===== config.mk =====
export PLATFORM = sky130hd
export DESIGN_NAME = hamming84_decoder
export DESIGN_NICKNAME = d
export VERILOG_FILES = /design/src/rtl/hamming84_decoder.sv
export SDC_FILE = /design/constraint.sdc
export NUM_CORES = 1
export LEC_CHECK = 0
export BUFFER_PORTS_ARGS = -buffer_cell sky130_fd_sc_hd__clkbuf_2
export CORE_ASPECT_RATIO = 0.5
export CORE_MARGIN = 2
export CORE_UTILIZATION = 37
export CTS_CLUSTER_SIZE = 24
export DETAILED_ROUTE_END_ITERATION = 6
export HOLD_SLACK_MARGIN = 0.15
export PLACE_DENSITY_LB_ADDON = 0.05
export SYNTH_ARGS = -nofsm -noshare
export SYNTH_HDL_FRONTEND = slang
export SYNTH_SLANG_ARGS = --single-unit

===== constraint.sdc =====
create_clock -name clk -period 2.7 [get_ports clk]
set_clock_uncertainty 0.15 [all_clocks]
set_input_delay 0.405 -clock clk [delete_from_list [all_inputs] [get_ports clk]]
set_output_delay 0.405 -clock clk [all_outputs]
set_load 0.01 [all_outputs]

===== src/rtl/hamming84_decoder.sv =====
// Two-stage pipelined SECDED decoder for (8,4) extended Hamming code words.
// Corrects single-bit errors, flags double-bit errors, keeps saturating counts.
module hamming84_decoder #(
  parameter int CNT_W = 16
) (
  input  logic             clk,
  input  logic             rst,
  input  logic             in_valid,
  output logic             in_ready,
  input  logic [7:0]       in_code,
  output logic             out_valid,
  input  logic             out_ready,
  output logic [3:0]       out_data,
  output logic             out_sec,
  output logic             out_ded,
  output logic [3:0]       out_syndrome,
  input  logic             cnt_clr,
  output logic [CNT_W-1:0] sec_count,
  output logic [CNT_W-1:0] ded_count
);

  logic             r_v1;
  logic [7:0]       r_code1;
  logic [2:0]       r_s1;
  logic             r_q1;
  logic             r_v2;
  logic [3:0]       r_data;
  logic             r_sec;
  logic             r_ded;
  logic [3:0]       r_syn;
  logic [CNT_W-1:0] r_sec_cnt;
  logic [CNT_W-1:0] r_ded_cnt;

  logic [2:0] w_s;
  logic       w_q;
  logic       w_acc;
  logic       w_adv;
  logic       w_hs;
  logic [7:0] w_fix;
  logic       w_sec;
  logic       w_ded;
  logic [3:0] w_data;

  assign w_s[0] = in_code[0] ^ in_code[2] ^ in_code[4] ^ in_code[6];
  assign w_s[1] = in_code[1] ^ in_code[2] ^ in_code[5] ^ in_code[6];
  assign w_s[2] = in_code[3] ^ in_code[4] ^ in_code[5] ^ in_code[6];
  assign w_q    = ^in_code;

  assign in_ready = !r_v1 || !r_v2 || out_ready;
  assign w_acc    = in_valid && in_ready;
  assign w_adv    = r_v1 && (!r_v2 || out_ready);
  assign w_hs     = r_v2 && out_ready;

  // s names the 1-based Hamming position of a single error
  always_comb begin
    w_fix = r_code1;
    if (r_s1 != 3'd0 && r_q1)
      w_fix[r_s1 - 3'd1] = ~r_code1[r_s1 - 3'd1];
  end

  assign w_sec  = r_q1;
  assign w_ded  = (r_s1 != 3'd0) && !r_q1;
  assign w_data = {w_fix[6], w_fix[5], w_fix[4], w_fix[2]};

  always_ff @(posedge clk or posedge rst) begin
    if (rst) begin
      r_v1    <= 1'b0;
      r_code1 <= 8'd0;
      r_s1    <= 3'd0;
      r_q1    <= 1'b0;
    end else if (w_acc) begin
      r_v1    <= 1'b1;
      r_code1 <= in_code;
      r_s1    <= w_s;
      r_q1    <= w_q;
    end else if (w_adv) begin
      r_v1    <= 1'b0;
    end
  end

  always_ff @(posedge clk or posedge rst) begin
    if (rst) begin
      r_v2   <= 1'b0;
      r_data <= 4'd0;
      r_sec  <= 1'b0;
      r_ded  <= 1'b0;
      r_syn  <= 4'd0;
    end else if (w_adv) begin
      r_v2   <= 1'b1;
      r_data <= w_data;
      r_sec  <= w_sec;
      r_ded  <= w_ded;
      r_syn  <= {r_q1, r_s1};
    end else if (w_hs) begin
      r_v2   <= 1'b0;
    end
  end

  // clear wins over a same-cycle flagged handshake
  always_ff @(posedge clk or posedge rst) begin
    if (rst) begin
      r_sec_cnt <= '0;
      r_ded_cnt <= '0;
    end else if (cnt_clr) begin
      r_sec_cnt <= '0;
      r_ded_cnt <= '0;
    end else if (w_hs) begin
      if (r_sec && r_sec_cnt != '1)
        r_sec_cnt <= r_sec_cnt + 1'b1;
      if (r_ded && r_ded_cnt != '1)
        r_ded_cnt <= r_ded_cnt + 1'b1;
    end
  end

  assign out_valid    = r_v2;
  assign out_data     = r_data;
  assign out_sec      = r_sec;
  assign out_ded      = r_ded;
  assign out_syndrome = r_syn;
  assign sec_count    = r_sec_cnt;
  assign ded_count    = r_ded_cnt;

endmodule

==> results.cfg <==
[run_status]
outcome = finished, final reports clean

[floorplan]
num_io_pins = 57
core_area_mm2 = 0.00797
rows = 23
die_area_mm2 = 0.00899
initial_utilization_pct = 38.1
die_y_um = 68.0
die_x_um = 132

[power]
swShare_pct = 29.4
p_clk_share_pct = 32.7
p_leak_nw = 1.55
peakVddDrop_mv = 0.294
powerDensity_mw_per_mm2 = 593
power_frac_seq_pct = 46.8
power_switching_mw = 0.629
power_frac_comb_pct = 20.5
p_int_mw = 1.51

[finish]
multiInputGateArea_mm2 = 0.00156
final_common_cell = clkbuf_2
syn_to_final_growth_pct = 18.9
final-instance-count-excl-fill = 474
mostFrequentLayoutCells = clkbuf_2 (56), dfrtp_1 (55), nand2_1 (21), a21oi_1 (21)
register_area_mm2 = 0.00138
diodes = 0
fillCellCount = 775
drive_above_1_share_pct = 26.5
layout.nets = 378

[yosys]
async_flop_share_pct = 100
syn_inst = 307
synth_ff_type = dfrtp_1
syn_nets = 324
syn_area_per_cell_um2 = 9.89
synth.ff_latch_count = 55
synth.distinct_cells = 44
ys_warn_count = 0
ys_seq_area_share_pct = 45.3
synth-edff-count = 0
netlist_area_mm2 = 0.00304

[global_routing]
grtUsageMet3_pct = 4.30
grt-busiest-layer = met2
antenna_found_initial = 0
use_met1_pct = 21.8
first_global_vias = 2384
grt-ovfl-total = 0
grt_use_total_pct = 17.0
grt_util_met2_pct = 29.6
grt_pass1_wl_mm = 12.1
grt_max_degree = 39

[detailed_routing]
wl_per_cell_um = 15.1
drtIter0Drc = 91
drt-total-wl_mm = 7.15
ant_nets = 0
num_vias = 2565
drcViolationCount = 0
avgViaCountPerCell = 5.41
dr.pass1.iters = 4

[worst_hold_path]
min_from = in_valid
min_to = r_v1
hold_path_depth = 2
min_path_type = in2reg

[critical_path]
ff2ff_setup_slack_ns = 0.48
crit_required_ns = 2.74
cp_max_fo = 11
reg2regPathDepth = 4
worstPathArrival_ns = 2.25
worstReg2RegStart = out_valid
cp-start-kind = register
critical_path_class = reg2reg
endpoint_kind = register
r2r_end = sec_count[15]

[cts]
cts_setup_buffers = 0
clock-sinks = 55
clk_latency_ns = 0.29
numCtsBuffers = 5
cts_resized = 0
cts_root_buffer = clkbuf_16
cts-htree-levels = 2
cts_tree = built
clk_pin_slew_ns = 0.07
clk_path_buf_depth = 2

[sta]
period_share_pct = 82.1
holdWs_ns = 0.160
relSlewSlack_pct = 45.7
fin_crit_ns = 2.22
drv_slew = 0
setup_viol = 0
fin_setup_tns_ns = 0
max_freq_mhz = 451
rsz0062_at_grt = false
worstMarginPinSlew_ns = 0.815
final_hold_viol_count = 0

[placement]
dp_cells = 465
portBuffers = 56
dp_hpwl_mm = 5.14
globalplace.congestion = 0.828

[run]
max_cap_viol_count = 0
cell usage after synthesis, types with 3 or more instances:
library cell,number,share of area (%)
a211oi_1,3,0.74
a21oi_1,21,3.5
a221o_1,3,0.99
and3_1,3,0.62
and4_1,3,0.87
buf_2,3,0.49
clkbuf_1,9,1.1
dfrtp_1,55,45
ha_1,4,1.6
inv_1,11,1.4
mux2_2,20,7.4
mux2i_1,3,0.99
nand2_1,21,2.6
nand2b_1,5,1.0
nand3_1,13,2.1
nand4_1,9,1.9
nor2_1,20,2.5
nor2b_1,10,2.1
nor3_1,7,1.2
nor3b_1,3,0.74
nor4_1,9,1.9
o21ai_0,10,1.6
o31ai_1,13,3.2
or3_1,4,0.82
or4_1,10,2.5
xnor2_1,7,2.0
xor2_1,5,1.4
metal layers:
metal | vias up | routed length [µm]
li1 | 1249 | -
met1 | 1264 | 3370
met2 | 44 | 3410
met3 | 8 | 311
met4 | 0 | 57
met5 | - | 0
critical path, stage by stage, from the launching register on:
cell	delay, ns
dfrtp_1	0.43
and3_1	0.32
nand4_1	0.41
nor4_1	0.43
mux2_2	0.37
metrics by stage:
| step | cell area (µm²) | setup WS (ns) | utilization [%] | total power, mW |
|---|---|---|---|---|
| after floorplan | 3040 | 0.615 | - | 1.31 |
| after global placement | 3440 | 0.471 | 43.1 | 1.45 |
| after detailed placement | 3440 | 0.434 | 43.1 | 1.46 |
| after CTS | 3610 | 0.479 | 45.3 | 2.17 |
| after global routing | 3610 | 0.377 | 45.3 | 2.27 |
| final | 3610 | 0.482 | 45.3 | 2.14 |
worst max-delay path by stage:
stage | from | to | slack, ns
floorplan | r_s1[0] | out_data[1] | 0.61
global placement | out_ready | sec_count[15] | 0.47
detailed placement | out_ready | sec_count[15] | 0.43
CTS | r_s1[0] | out_data[3] | 0.48
global route | r_s1[0] | out_data[0] | 0.38
finish | out_valid | sec_count[15] | 0.48
sequential cells by signal, summed over array words and instances, names as in the netlist, 3 cells and up:
| name | flops |
|---|---|
| out_syndrome | 3 |
| sec_count | 16 |
| r_s1 | 3 |
| ded_count | 16 |
| out_data | 4 |
| r_code1 | 8 |
kinds of logic after synthesis:
kind of cell / Yosys count / share of synthesized area [%]
AOI/OAI and AO/OA: 59 / 12.7
and+or+nand+nor: 127 / 23.7
muxes: 25 / 9.89
DFF: 55 / 45.3
xor gates and xnor gates: 12 / 3.46
buffers and inverters: 25 / 3.34
adders and majority gates: 4 / 1.65
cell type report:
| type | count | share of cell area [%] |
|---|---|---|
| sequential | 55 | 38.1 |
| clock inverter | 1 | 0.208 |
| timing repair buffer | 61 | 9.22 |
| multi-input combinational | 227 | 43.2 |
| inverter | 11 | 1.14 |
| tap | 112 | 3.88 |
| clock buffer | 7 | 4.23 |
power by group through the flow:
stage / logic, mW / registers (mW) / clock network, mW
floorplan: 0.302 / 1.01 / 0
detailed placement: 0.445 / 1.02 / 0
global route: 0.489 / 1.02 / 0.763
CTS: 0.447 / 1.00 / 0.724
finish: 0.438 / 1.00 / 0.699
global placement: 0.434 / 1.02 / 0
repair_timing:
action,in CTS,in global routing
setup endpoints to repair,0,0
hold endpoints to repair,26,0
hold buffers,1,0
(Power assumes the default switching activity.)
